### config.mk
export PLATFORM = sky130hd
export DESIGN_NAME = exp5_fluxo_dados
export DESIGN_NICKNAME = d
export VERILOG_FILES = /design/src/rtl/exp5_fluxo_dados_pkg.sv /design/src/rtl/exp5_fluxo_dados_contador_m.sv /design/src/rtl/exp5_fluxo_dados.sv
export SDC_FILE = /design/constraint.sdc
export NUM_CORES = 1
export LEC_CHECK = 0
export CAP_MARGIN = 5
export CORE_UTILIZATION = 47
export CTS_BUF_LIST = sky130_fd_sc_hd__clkbuf_2
export DETAILED_ROUTE_END_ITERATION = 10
export PLACE_DENSITY = 0.84
export REMOVE_ABC_BUFFERS = 1
export SYNTH_ARGS = -nofsm -noshare
export SYNTH_HDL_FRONTEND = slang
export SYNTH_HIERARCHICAL = 1
export SYNTH_SLANG_ARGS = --single-unit
### constraint.sdc
create_clock -name clock -period 1.7 [get_ports clock]
set_clock_uncertainty 0.05 [all_clocks]
set_input_delay 0.17 -clock clock [delete_from_list [all_inputs] [get_ports clock]]
set_output_delay 0.17 -clock clock [all_outputs]
set_load 0.02 [all_outputs]
### src/rtl/exp5_fluxo_dados_pkg.sv
// Shared constants for the sequence-memory game datapath: widths, timer default
// and the fixed one-hot play sequence held in ROM.
package exp5_fluxo_dados_pkg;

  localparam int unsigned CNT_W                  = 4;
  localparam int unsigned REG_W                  = 4;
  localparam int unsigned BTN_W                  = 4;
  localparam int unsigned ROM_DEPTH              = 16;
  localparam int unsigned TIMEOUT_CYCLES_DEFAULT = 5000;

  localparam logic [REG_W-1:0] SEQ_ROM [ROM_DEPTH] = '{
    4'h1, 4'h2, 4'h4, 4'h8, 4'h4, 4'h2, 4'h1, 4'h1,
    4'h2, 4'h2, 4'h4, 4'h4, 4'h8, 4'h8, 4'h1, 4'h4
  };

  function automatic logic [REG_W-1:0] rom_read(input logic [CNT_W-1:0] addr);
    return SEQ_ROM[addr];
  endfunction

endpackage

### src/rtl/exp5_fluxo_dados_contador_m.sv
// Modulo-M synchronous counter with clear priority over count. With HOLD_AT_MAX
// set, the count parks at M-1 instead of wrapping.
module contador_m #(
  parameter int unsigned M           = 16,
  parameter int unsigned W           = (M > 1) ? $clog2(M) : 1,
  parameter bit          HOLD_AT_MAX = 1'b0
) (
  input  logic         clock,
  input  logic         reset,
  input  logic         zera,
  input  logic         conta,
  output logic [W-1:0] q
);

  localparam logic [W-1:0] MAX = W'(M - 1);

  // Count register: clear wins, then increment / wrap / hold at the terminal value.
  always_ff @(posedge clock or posedge reset) begin
    if (reset) begin
      q <= '0;
    end else if (zera) begin
      q <= '0;
    end else if (conta) begin
      if (q == MAX) begin
        q <= HOLD_AT_MAX ? q : '0;
      end else begin
        q <= q + 1'b1;
      end
    end
  end

endmodule

### src/rtl/exp5_fluxo_dados.sv
// Datapath of the sequence-memory game: address counter E, round limit L, play
// register R, sequence ROM, button edge detector and inactivity timer, all
// reporting status flags back to the control unit.
module exp5_fluxo_dados
  import exp5_fluxo_dados_pkg::*;
#(
  parameter int unsigned TIMEOUT_CYCLES = TIMEOUT_CYCLES_DEFAULT
) (
  input  logic             clock,
  input  logic             reset,
  input  logic             zeraE,
  input  logic             contaE,
  input  logic             zeraL,
  input  logic             contaL,
  input  logic             zeraR,
  input  logic             registraR,
  input  logic             contaT,
  input  logic [BTN_W-1:0] botoes,
  output logic             fimE,
  output logic             fimL,
  output logic             igualE,
  output logic             igualL,
  output logic             jogada,
  output logic             timeout,
  output logic [CNT_W-1:0] db_contagem,
  output logic [CNT_W-1:0] db_limite,
  output logic [REG_W-1:0] db_memoria,
  output logic [REG_W-1:0] db_jogada
);

  localparam int unsigned   TMR_W   = (TIMEOUT_CYCLES > 1) ? $clog2(TIMEOUT_CYCLES) : 1;
  localparam logic [TMR_W-1:0] TMR_MAX = TMR_W'(TIMEOUT_CYCLES - 1);

  logic [CNT_W-1:0] e;
  logic [CNT_W-1:0] l;
  logic [REG_W-1:0] r;
  logic [REG_W-1:0] mem;
  logic [TMR_W-1:0] tmr;
  logic             any_btn;
  logic             btn_d;
  logic             tmr_clr;

  contador_m #(.M(ROM_DEPTH), .W(CNT_W), .HOLD_AT_MAX(1'b0)) u_cnt_e (
    .clock (clock),
    .reset (reset),
    .zera  (zeraE),
    .conta (contaE),
    .q     (e)
  );

  contador_m #(.M(ROM_DEPTH), .W(CNT_W), .HOLD_AT_MAX(1'b0)) u_cnt_l (
    .clock (clock),
    .reset (reset),
    .zera  (zeraL),
    .conta (contaL),
    .q     (l)
  );

  // The timer runs only while enabled and is cleared on any idle cycle.
  assign tmr_clr = ~contaT;

  contador_m #(.M(TIMEOUT_CYCLES), .W(TMR_W), .HOLD_AT_MAX(1'b1)) u_cnt_t (
    .clock (clock),
    .reset (reset),
    .zera  (tmr_clr),
    .conta (contaT),
    .q     (tmr)
  );

  // Play register: clear beats load.
  always_ff @(posedge clock or posedge reset) begin
    if (reset) begin
      r <= '0;
    end else if (zeraR) begin
      r <= '0;
    end else if (registraR) begin
      r <= botoes;
    end
  end

  assign any_btn = |botoes;

  // Remember whether any button was down last cycle for rising-edge detection.
  always_ff @(posedge clock or posedge reset) begin
    if (reset) begin
      btn_d <= 1'b0;
    end else begin
      btn_d <= any_btn;
    end
  end

  // Status flags and debug taps.
  always_comb begin
    mem         = rom_read(e);
    fimE        = (e == 4'hF);
    fimL        = (l == 4'hF);
    igualE      = (r == mem);
    igualL      = (e == l);
    jogada      = any_btn & ~btn_d;
    timeout     = contaT & (tmr == TMR_MAX);
    db_contagem = e;
    db_limite   = l;
    db_memoria  = mem;
    db_jogada   = r;
  end

endmodule

Word level (Yosys, flattened, before mapping)
Memories as Yosys holds them, arrays and structs flattened.
Cells that the tools add are included.
Widths: inputs -> output; s select.

operators by class
  add/sub/neg operators = 3
  order comparisons = 1
  equal/unequal tests = 6
  multiplexer cells = 12
  bitwise logic cells = 4
  reduce and logical (&&, ||, !) cells = 4

operators by type and width
  kind                   count
  $mux 4                 10
  $mux 13                2
  $add 13x1->13 const B  1
  $eq 13x13->1 const B   1
  $add 4x1->4 const B    2
  $eq 4x4->1             2
  $eq 4x4->1 const B     2
  $reduce_bool 2->1      3
  $ge 5x5->1 const B     1
  $not 4->5              1
  $reduce_or 4->1        1
  $and 1x1->1            2
  $ne 2x2->1 const B     1
  $not 1->1              1

storage, ports and cells
  register bits = 26
  ROM bits = 64
  input bits = 13
  word-level logic and storage cells = 36
  memories kept = 1

memory list
  memory           depth  bits a word  rd ports  clocked after memory_dff  wr ports  line                        text
  (no name shown)  16     4            1         0                         0         exp5_fluxo_dados_pkg.sv:17  return SEQ_ROM[addr];

Longest topological paths before layout
  word-level depth = 5
  depth in mapped cells = 5

Cells and area by module
Netlist, hierarchy kept.

modules (own cells, without submodules)
  module                     instances  cells an instance  area each (sq um)  sequential area each (sq um)
  contador_m at u_cnt_t      1          84                 763.2              325.3
  exp5_fluxo_dados           1          56                 475.5              125.1
  contador_m at u_cnt_e ...  2          21                 201.4              100.1

Least setup slack after synthesis
No wires, ideal clock.

  kind = reg2out
  start = register u_cnt_e.q[0]
  end = output port igualE
  data arrival time = 2.095 ns
  setup slack = -0.615 ns
  cell stages (with the launch flop) = 6
  buffers on the path = 1
  cells stage by stage = dfrtp_1 buf_6 or4_1 o211ai_1 xor2_1 a211oi_1

between the ends
  cells in the longest elaborated chain, start to end = 5

RTL lines
  what                                       line                               text
  start, declared                            exp5_fluxo_dados_contador_m.sv:12  output logic [W-1:0] q
  start signal, assigned                     exp5_fluxo_dados_contador_m.sv:25  q <= HOLD_AT_MAX ? q : '0;
  start signal, assigned                     exp5_fluxo_dados_contador_m.sv:27  q <= q + 1'b1;
  $not 4->5 (not written as such)            exp5_fluxo_dados_pkg.sv:17
  $mem_v2 16x4                               -
  $mux 4 (not written as such) (2 in a row)  exp5_fluxo_dados_pkg.sv:17
  named net db_memoria[0]                    exp5_fluxo_dados.sv:27             output logic [REG_W-1:0] db_memoria,
  $eq 4x4->1                                 exp5_fluxo_dados.sv:97             igualE = (r == mem);
  end, declared                              exp5_fluxo_dados.sv:21             output logic igualE,

The timed path passes the listed nets, and every way through them passes these cells. The select of a mux whose other input is x is not followed.

Worst setup path in the final report
  start = register u_cnt_e.q[1]
  end = output port igualE

between the ends
  cells in the longest elaborated chain, start to end = 5

RTL lines
  what                                       line
  $not 4->5 (not written as such)            exp5_fluxo_dados_pkg.sv:17
  $mem_v2 16x4                               -
  $mux 4 (not written as such) (2 in a row)  exp5_fluxo_dados_pkg.sv:17
  $eq 4x4->1                                 exp5_fluxo_dados.sv:97

Every way passes these cells. The select of a mux whose other input is x is not followed.

==> results.txt <==
The amount of wire on met3 after detailed routing came out at between 300 and 400 µm. The total of flip-flops plus latches after synthesis is 26. In this run the mean area of a mapped cell was 9.02 µm². The maximum VDD drop is roughly 400 µV.

The cts-stage hold buffer count is 0. The total global routing track utilization came out at 0.243. Entering global routing, the biggest net connects 20 pins.

After synthesis the cells add up to 0.00164 mm². The slew at the pin with the worst max-slew slack came out at 549 ps. The total power came out at between 1 and 1.5 mW. The initial antenna violation count came to 0. 0 antenna diodes ended up in the layout. The worst max-slew margin expressed relative to the limit is 0.634. Row generation in the floorplan step produced 21 rows. The final cycle utilization of the critical path came out at 1.30. The number of warnings printed during yosys synthesis came out at 6.

Once placement finished, the instance area stood at ~0.0023 mm². The worst path in the final design needs a cycle of about 2200 ps, including I/O delays and setup. The layout overhead on the synthesized area came out at 56.6%. The min-delay analysis places its worst path in the category input pin to asynchronous set/reset pin. The total power per unit cell area came out at 492 mW/mm².

The leakage power total came out at 1.21 nW. The number of nets still failing antenna checks after routing came out at 0. The total overflow left after global routing is 0. The H-tree depth reported by CTS is 1.

The maximum fanout count along the critical path came out at 4. The routed metal-1 wirelength is 2180 µm. In this run, the number of DRC markers left after iteration 0 of detailed routing was 122. From bottom edge to top edge, the die measures 61.1 µm.

The final max-slew violation count is 0. The critical path capture point type is an output port. The number of top-level pins came out at 35. The first global-routing pass estimated 6690 µm of wire.

The clock slew seen by the registers of the worst setup and hold paths came out at 210 ps. Before antenna repair, the detailed router went through 5 iterations. The mean number of vias per cell is between 5 and 6.

The number of hold violations in the final report is 0. The number of global-route vias before repair is about 1500. The uppermost layer routed is met4. The number of buffers inserted by port buffering is 34. The max-capacitance violation count is 0. The area enclosed by the die boundary came out at about 0.0037 mm². The sum of net half-perimeters after detailed placement is 3150 µm.

Once routing completed, OpenROAD measured the worst setup slack at -504 ps. The chip width is 61.1 µm. The clock sink count came out at 26.

Once layout is done, the placed cells without fillers occupy roughly 0.0026 mm². The net count reported at finish is ~280. The required time reported for the critical path endpoint is 1480 ps. The post-detailed-route DRC marker count is 0. The final reports fail on setup timing. The deepest clock path buffer count came out at 2.

Setup repair after global routing could not meet its margin everywhere. The pre-CTS setup slack is -579 ps. The run finished, with violations left. The initial core utilization is 0.492. The TritonCTS buffer count is 3. The clock latency on the worst-skew pair is 330 ps. The synthesized instance count came out at 182. The sequential area share after synthesis is 0.396.

The routed wire length per instance is between 15 and 20 µm. The tree is rooted in a sky130_fd_sc_hd__clkbuf_2. The number of distinct library cell variants in the gate-level netlist after synthesis came out at 39. STA classifies the critical path startpoint as a flip-flop. The share of layout cells above drive strength 1 is 0.395. The detailed route wirelength on metal2 came out at 2780 µm. The maximum achievable frequency is 454 MHz.

The routed layout has 1834 vias. The final routed wirelength across all metal layers is between 5000 and 6000 µm. The final count of negative-setup-slack endpoints came out at 12. The signal arrival time at the worst endpoint is 1980 ps.

The final weighted congestion of routability-driven global placement came out at 0.887. The critical path is of the flip-flop to output port type. TritonCTS built the clock tree. The core area is 0.00334 mm².
## path summary, 6_finish.rpt
| check | start | to | slack [ps] | cells after the start |
|---|---|---|---|---|
| min in group clock | zeraR | db_jogada[2]$_DFFE_PP0P_ | 380 | 2 |
| hold / removal | reset | u_cnt_e/q[2]$_DFFE_PP0P_ | 60 | 2 |
| setup reg to reg | u_cnt_t/q[4]$_DFFE_PP0P_ | u_cnt_t/q[1]$_DFFE_PP0P_ | -210 | 5 |
| setup / recovery | u_cnt_e/q[1]$_DFFE_PP0P_ | igualE | -500 | 5 |
| hold reg to reg | u_cnt_t/q[12]$_DFFE_PP0P_ | u_cnt_t/q[12]$_DFFE_PP0P_ | 600 | 2 |
| max in group asynchronous | reset | u_cnt_t/q[8]$_DFFE_PP0P_ | 980 | 2 |
## area by class of cell
type	instances	area, µm²
Fill cell	210	767
Inverter	10	37.5
Timing Repair Buffer	88	758
Sequential cell	26	656
Clock buffer	3	15.0
Tap cell	46	57.6
Multi-Input combinational cell	136	1050
## cells in the final DEF, fill, tap and decap left out, types with 3 or more instances in the layout
master and count:
sky130_fd_sc_hd__nand3_1 6, sky130_fd_sc_hd__xor2_1 10, sky130_fd_sc_hd__buf_4 48, sky130_fd_sc_hd__o31ai_2 3, sky130_fd_sc_hd__or4_4 4, sky130_fd_sc_hd__mux2i_1 6
sky130_fd_sc_hd__clkbuf_2 4, sky130_fd_sc_hd__nor2b_1 3, sky130_fd_sc_hd__or4b_4 3, sky130_fd_sc_hd__or3_1 4, sky130_fd_sc_hd__nand2_2 3, sky130_fd_sc_hd__nand3b_1 4
sky130_fd_sc_hd__dfrtp_1 22, sky130_fd_sc_hd__nand4b_1 3, sky130_fd_sc_hd__nor2_1 17, sky130_fd_sc_hd__o211ai_1 4, sky130_fd_sc_hd__a21oi_2 5, sky130_fd_sc_hd__nand2_1 9
sky130_fd_sc_hd__clkdlybuf4s50_1 14, sky130_fd_sc_hd__nand4_1 6, sky130_fd_sc_hd__buf_6 13, sky130_fd_sc_hd__inv_1 9, sky130_fd_sc_hd__o21ai_0 7, sky130_fd_sc_hd__a21oi_1 9
sky130_fd_sc_hd__or4_1 3, sky130_fd_sc_hd__dfrtp_2 4, sky130_fd_sc_hd__dlygate4sd2_1 7
## registers in the layout (all words and copies together), names as in the netlist
| signal | flops |
|---|---|
| u_cnt_e/q | 4 |
| u_cnt_l/q | 4 |
| u_cnt_t/q | 13 |
| btn_d | 1 |
| db_jogada | 4 |
## kinds of logic (layout without fill, tap and decap cells)
| kind of cell | count (synthesis) | in the layout | synth area share |
|---|---|---|---|
| flip-flops | 26 | 26 | 0.396 |
| buffers and inverters | 20 | 101 | 0.0526 |
| multiplexers | 8 | 8 | 0.0503 |
| AO/OA/AOI/OAI | 36 | 36 | 0.138 |
| adder cells (fa/ha/maj) | 3 | 3 | 0.0229 |
| AND/OR/NAND/NOR | 79 | 79 | 0.287 |
| XOR/XNOR | 10 | 10 | 0.0534 |
## through the flow
| stage | cells | TNS [ps] | hold WS (ps) | utilization |
|---|---|---|---|---|
| final | 309 | -2480 | 60.9 | 0.770 |
| after global routing | 309 | -3680 | 26.2 | 0.770 |
| after CTS | 299 | -1870 | 62.8 | 0.699 |
| after detailed placement | 291 | -3120 | 455 | 0.684 |
| after global placement | 291 | -2640 | 459 | 0.684 |
| after floorplan | 172 | -715 | -114 | - |
## power breakdown
part / internal [mW] / switching (mW)
combinational: 0.182 / 0.193
sequential: 0.645 / 0.0280
clock: 0.0480 / 0.168
total: 0.875 / 0.389
## Yosys cell counts
cell	n	area share
sky130_fd_sc_hd__or4_1	7	0.032
sky130_fd_sc_hd__buf_6	1	0.0069
sky130_fd_sc_hd__o311ai_2	1	0.0099
sky130_fd_sc_hd__nand2b_1	2	0.0076
sky130_fd_sc_hd__clkbuf_1	6	0.014
sky130_fd_sc_hd__a31oi_1	1	0.0038
sky130_fd_sc_hd__nor3_1	1	0.0030
sky130_fd_sc_hd__xor2_1	10	0.053
sky130_fd_sc_hd__buf_2	3	0.0091
sky130_fd_sc_hd__nand2_2	2	0.0076
sky130_fd_sc_hd__mux2i_1	6	0.037
sky130_fd_sc_hd__o31ai_1	3	0.014
sky130_fd_sc_hd__mux2_2	2	0.014
sky130_fd_sc_hd__nor2b_1	3	0.011
sky130_fd_sc_hd__a21oi_1	14	0.043
sky130_fd_sc_hd__inv_1	10	0.023
sky130_fd_sc_hd__nor2_1	17	0.039
sky130_fd_sc_hd__ha_1	3	0.023
sky130_fd_sc_hd__nand4b_1	3	0.016
sky130_fd_sc_hd__o21ai_0	8	0.024
sky130_fd_sc_hd__o211ai_1	4	0.018
sky130_fd_sc_hd__a211oi_1	2	0.0091
sky130_fd_sc_hd__and4_1	1	0.0053
sky130_fd_sc_hd__or4b_4	1	0.0084
sky130_fd_sc_hd__nand4bb_1	1	0.0069
sky130_fd_sc_hd__or3b_2	1	0.0053
sky130_fd_sc_hd__a31o_2	1	0.0053
sky130_fd_sc_hd__o21a_1	1	0.0046
sky130_fd_sc_hd__or3_1	6	0.023
sky130_fd_sc_hd__or4b_1	2	0.012
sky130_fd_sc_hd__nand2_1	10	0.023
sky130_fd_sc_hd__and3b_1	1	0.0053
sky130_fd_sc_hd__a221o_1	1	0.0061
sky130_fd_sc_hd__nor4_1	4	0.015
sky130_fd_sc_hd__nand3_1	6	0.018
sky130_fd_sc_hd__dfrtp_1	26	0.40
sky130_fd_sc_hd__nor4bb_1	1	0.0061
sky130_fd_sc_hd__nand4_1	6	0.023
sky130_fd_sc_hd__nand3b_1	4	0.018
## metal layers
| metal | global-route usage | vias to the layer above |
|---|---|---|
| met5 | 0 | - |
| met1 | 0.303 | 870 |
| met2 | 0.424 | 116 |
| met3 | 0.0231 | 17 |
| met4 | 0.110 | 0 |
| li1 | - | 831 |
## worst max-delay path, cell delays in order, from the launching register on
cell and delay, ps:
sky130_fd_sc_hd__dfrtp_1 460, sky130_fd_sc_hd__or4b_4 570, sky130_fd_sc_hd__o311ai_4 110, sky130_fd_sc_hd__xor2_1 130, sky130_fd_sc_hd__a211oi_2 220, sky130_fd_sc_hd__buf_4 170
## repair_timing
| item | 4_1_cts | 5_1_grt |
|---|---|---|
| endpoints found under the setup margin | 21 | 20 |
| hold endpoints to repair | 0 | 0 |
| pin swaps | 8 | 18 |
| resized for setup | 62 | 46 |
| setup buffers | 6 | 10 |
Note: power is estimated with default switching activity, not from simulation.
==> RTL change 1: new RTL, same flow settings <==
Reset style: synchronous (`reset`), changed in 3 clocked blocks.
--- a/src/rtl/exp5_fluxo_dados_contador_m.sv
+++ b/src/rtl/exp5_fluxo_dados_contador_m.sv
@@ -17,3 +17,3 @@
   // Count register: clear wins, then increment / wrap / hold at the terminal value.
-  always_ff @(posedge clock or posedge reset) begin
+  always_ff @(posedge clock) begin
     if (reset) begin
--- a/src/rtl/exp5_fluxo_dados.sv
+++ b/src/rtl/exp5_fluxo_dados.sv
@@ -70,3 +70,3 @@
   // Play register: clear beats load.
-  always_ff @(posedge clock or posedge reset) begin
+  always_ff @(posedge clock) begin
     if (reset) begin
@@ -83,3 +83,3 @@
   // Remember whether any button was down last cycle for rising-edge detection.
-  always_ff @(posedge clock or posedge reset) begin
+  always_ff @(posedge clock) begin
     if (reset) begin
Behaviour: differs if reset is asserted again (counterexample within 4 cycles, from zero or initial values and one cycle with reset high); with reset held inactive, the same outputs for 10 cycles.
==> RTL change 1 against the original RTL <==
- the flow still finishes with violations (setup timing)
- sequential cell count is the same
- highest routed layer unchanged
- total power decreased by 1.7%
- critical path depth rose by 2
- synthesized cell count is 1.6% higher
- worst setup slack gained 140 ps
- largest cell class unchanged
- combinational power decreased by 45%
- die area down 4.2%
- design area down 6.7%
- count of clock-buffer cells in the layout stayed put
- routed wire length down 12%
- area after synthesis decreased by 4.3%
- critical path type unchanged
- via count grew 0.98%
==> RTL change 1: results (changes against the original RTL) <==
WP data arrival: 1840 ps (-140 ps)
Vias: 1852 (+0.98%)
failing checks: setup timing
wire per inst: 15.4 um (-12%)
Vias/cell: 5.97 (+0.66%)
crit-path leading delay family: flip-flops
Clock transition at path regs: 250 ps (+40 ps)
crit-path max FO: 7 (+3)
reg2reg setup slack: 70 ps (+280 ps)
largest net degree at the start of global routing: 16 (-20%)
register area share after synthesis: 33.1% (-6.5 points)
layout cells sized above 1: 33.8% (-5.7 points)
LEAKAGE: 1.01 nW (-16%)
commonest cells in the synthesized netlist: dfxtp_1 (26), nand2_1 (14), a21oi_1 (11)
Crit. Startpoint: u_cnt_e/q[3]
final setup fails: 4 (-8)
status: finished, violations left
nets@finish: 283 (+0.71%)
placed cells: 300 (+3.1%)
Final WS setup: -359 ps (+145 ps)
Total GRT Usage: 28.0% (+3.8 points)
worst hold margin: 345 ps (+284 ps)
first-pass GRT wire length: 7680 um (+15%)
GPL Wtd Cong: 0.918 (+3.5%)
top cells by area, synth: dfxtp_1 (33%), mux2i_1 (4.5%), xor2_1 (3.9%), nand4_1 (3.6%), or3_1 (3.6%)
critical path's largest stage delay: 430 ps (-140 ps)
ys async rst share: 0% (-100 points)
commonest register cell after synthesis: dfxtp_1
==> RTL change 1: cell types whose count changed in the layout (fill, tap and decap cells not counted), sizes merged, moves of 4 or more <==
| cell | before | now |
|---|---|---|
| nor4b | 0 | 5 |
| nor2 | 17 | 9 |
| inv | 10 | 3 |
| or4 | 7 | 3 |
| dfrtp | 26 | 0 |
| nand4 | 6 | 10 |
| dlygate4sd2 | 7 | 13 |
| dfxtp | 0 | 26 |
| buf | 63 | 57 |
| nand2 | 12 | 17 |
| nor3 | 1 | 10 |
==> RTL change 1: logic make-up (layout without fill, tap and decap cells) <==
group,count (synthesis),count (layout),synth area share (%)
simple gates,89,89,33.8
compound gates,42,42,18.5
flops,26,26,33.1
buf+inv,11,92,3.82
xor+xnor,7,7,3.90
mux,7,7,4.46
fa+ha+maj,3,3,2.39
==> RTL change 1: worst reg2reg max path: cells and delay by family (launching register included) <==
family          cells  cell delay [ps]
simple gates        2              750
flops               1              430
fa+ha+maj           1              210
compound gates      1              150
==> RTL change 1: worst min-delay path by stage <==
| stage | from | endpoint |
|---|---|---|
| floorplan | reset | u_cnt_e/q[3] |
| global placement | u_cnt_t/q[6] | u_cnt_t/q[6] |
| detailed placement | u_cnt_t/q[6] | u_cnt_t/q[6] |
| CTS | zeraR | db_jogada[2] |
| global route | zeraR | db_jogada[3] |
| finish | zeraL | u_cnt_l/q[3] |
==> RTL change 1: what timing repair did <==
item / CTS / global route
setup endpoints to repair: 23 / 12
buffers inserted: 2 / 4
cloned: 0 / 0
pin swaps: 2 / 5
gates resized for setup: 67 / 14
==> RTL change 1: layer usage <==
layer | share of wire [%] | vias to the layer above
li1 | - | 883
met1 | 41 | 848
met2 | 50 | 103
met3 | 6.5 | 18
met4 | 2.1 | 0
met5 | 0 | -
==> RTL change 1: stage by stage <==
| step | utilization [%] | power, mW | setup WS [ps] | area [um^2] | setup TNS, ps |
|---|---|---|---|---|---|
| after detailed placement | 72.7 | 0.848 | -588 | 2250 | -2540 |
| after floorplan | - | 0.725 | -242 | 1520 | -390 |
| after global placement | 72.7 | 0.841 | -602 | 2250 | -2130 |
| after CTS | 75.2 | 1.25 | -313 | 2330 | -784 |
| final | 77.3 | 1.24 | -359 | 2400 | -804 |
| after global routing | 77.3 | 1.29 | -469 | 2400 | -1310 |
==> RTL change 1: area by class of cell <==
cell class	instances	area, um^2	share of cell area, %
inverter	3	11.3	0.470
clock inverter	1	30.0	1.25
sequential	26	543	22.7
tap	44	55.1	2.30
multi-input combinational	148	1040	43.6
timing repair buffer	85	698	29.1
clock buffer	3	15.0	0.626
==> RTL change 1: power breakdown <==
group	internal (mW)	leakage [nW]	switching, mW
clock	0.202	0.0266	0.203
sequential	0.619	0.217	0.0130
combinational	0.102	0.769	0.102
total	0.924	1.01	0.319
==> RTL change 2: new RTL, config.mk and constraints unchanged <==
Without the edit above. `HOLD_AT_MAX` is set to 1'b0 in 3 places; all go to 1'b1.
--- a/src/rtl/exp5_fluxo_dados_contador_m.sv
+++ b/src/rtl/exp5_fluxo_dados_contador_m.sv
@@ -5,3 +5,3 @@
   parameter int unsigned W           = (M > 1) ? $clog2(M) : 1,
-  parameter bit          HOLD_AT_MAX = 1'b0
+  parameter bit          HOLD_AT_MAX = 1'b1
 ) (
--- a/src/rtl/exp5_fluxo_dados.sv
+++ b/src/rtl/exp5_fluxo_dados.sv
@@ -42,3 +42,3 @@
 
-  contador_m #(.M(ROM_DEPTH), .W(CNT_W), .HOLD_AT_MAX(1'b0)) u_cnt_e (
+  contador_m #(.M(ROM_DEPTH), .W(CNT_W), .HOLD_AT_MAX(1'b1)) u_cnt_e (
     .clock (clock),
@@ -50,3 +50,3 @@
 
-  contador_m #(.M(ROM_DEPTH), .W(CNT_W), .HOLD_AT_MAX(1'b0)) u_cnt_l (
+  contador_m #(.M(ROM_DEPTH), .W(CNT_W), .HOLD_AT_MAX(1'b1)) u_cnt_l (
     .clock (clock),
Function: same outputs for any inputs over 10 cycles, from zero or initial values and one cycle with reset high; that may be too few to reach the edited logic, so the function may still have changed.
==> RTL change 2 against the original RTL <==
- combinational power up 9.9%
- total power up 4.2%
- area after synthesis up 3.8%
- highest routed layer unchanged
- sequential cell count unchanged
- routed wire length down 14%
- critical path depth unchanged
- the run still ends with setup timing left
- design area down 2.2%
- first-iteration DRC count down 53%
- global-route usage down 1.3 points
- final cell count down 1.9%
- worst setup slack worse by 1.5 ps
- die area up 3.7%
- clock power up 8%
==> RTL change 2: results (changes against the original RTL) <==
Area after DPL: 2380 um^2 (+4.1%)
critical path's largest stage delay: 550 ps (-20 ps)
Signal buffers: 81 (-8.0%)
failing checks: setup timing
fillers: 233 (+11%)
Syn Inst Count: 182 (unchanged)
R2R depth: 4 (-1)
Data buffer area share: 27.4% (-2.1 points)
Pwr Total: 1.32 mW (+4.2%)
first-pass GRT wire length: 7150 um (+6.9%)
Total GRT Usage: 23.0% (-1.3 points)
Vias: 1696 (-7.5%)
Crit-path slowest cell: or4_4
#FFs+latches synth: 26 (unchanged)
synth unique cells: 43 (+10%)
commonest cells in the synthesized netlist: dfrtp_1 (26), nor2_1 (15), a21oi_1 (12)
DR iter-0 viols: 57 (-53%)
adder-cell share of the synthesized area: 2.20% (-0.084 points)
final setup fails: 11 (-1)
DP Worst Slack: -559 ps (+20.4 ps)
site row count: 21 (unchanged)
register area share after synthesis: 38.2% (-1.5 points)
Final WS setup: -505 ps (-1.47 ps)
ClkCell Share: 0.747% (+0.16 points)
layout cells sized above 1: 34.2% (-5.3 points)
aggregate routed wire length: 4630 um (-14%)
DR pass1 iterations: 4 (-1)
antenna violations before repair: 0 (unchanged)
pwr dens: 524 nW/um^2 (+6.6%)
status: finished, violations left
Synth Area in XOR/XNOR: 4.11% (-1.2 points)
worst-skew pair later-pin latency: 370 ps (+40 ps)
nets@finish: 274 (-2.5%)
Sequential Power Share: 51.0% (-2.2 points)
crit-path max FO: 5 (+1)
Pwr top: registers
GPL Wtd Cong: 0.907 (+2.3%)
worst slew pin tran: 497 ps (-51.2 ps)
top cells by area, synth: dfrtp_1 (38%), xor2_1 (4.1%), a21oi_1 (3.5%), mux2i_1 (3.5%), nor2_1 (3.3%)
fraction of area in registers: 25.9% (+0.43 points)
sw frac: 31.2% (+0.41 points)
vias in the first global route: 1618 (+5.5%)
Clock power frac: 17.7% (+0.6 points)
fraction of area in multi-input gates: 42.1% (+1.4 points)
Max IR drop VDD: 0.341 mV (-13%)
LEAKAGE: 1.20 nW (-0.41%)
Synth Area in Compound Gates: 12.7% (-1.1 points)
Clock transition at path regs: 250 ps (+40 ps)
total negative slack: -2330 ps (+156 ps)
DP HPWL: 3240 um (+3.0%)
Layout Cells excl Fill: 303 (-1.9%)
mux cell area share after synthesis: 6.61% (+1.6 points)
[RTL change 2: final timing paths]
check	startpoint	endpoint	slack, ps
min	reset	u_cnt_e/q[1]	30
max in group asynchronous	reset	u_cnt_t/q[0]	1070
min reg2reg	db_jogada[0]	db_jogada[0]	590
max	u_cnt_e/q[2]	igualE	-510
min in group clock	zeraR	db_jogada[2]	340
max reg2reg	u_cnt_t/q[11]	u_cnt_t/q[1]	-120
[RTL change 2: worst max-delay path: cells and delay by family (launching register included)]
family,cells,cell delay [ps]
xor gates and xnor gates,1,130
buffers and inverters,1,170
and+or+nand+nor,1,550
AOI/OAI and AO/OA,2,330
DFF,1,480
[RTL change 2: timing repair]
item,in CTS,in global routing
resized for setup,61,30
hold endpoints to repair,0,0
hold buffers,0,0
buffers inserted,3,5
pin swaps,10,9
endpoints found under the setup margin,28,21
[RTL change 2: routing by layer]
metal	GRT usage [%]	share of wire, %
met5	0	0
met4	10.2	2.1
met3	3.49	4.5
met2	39.1	51
met1	28.7	43
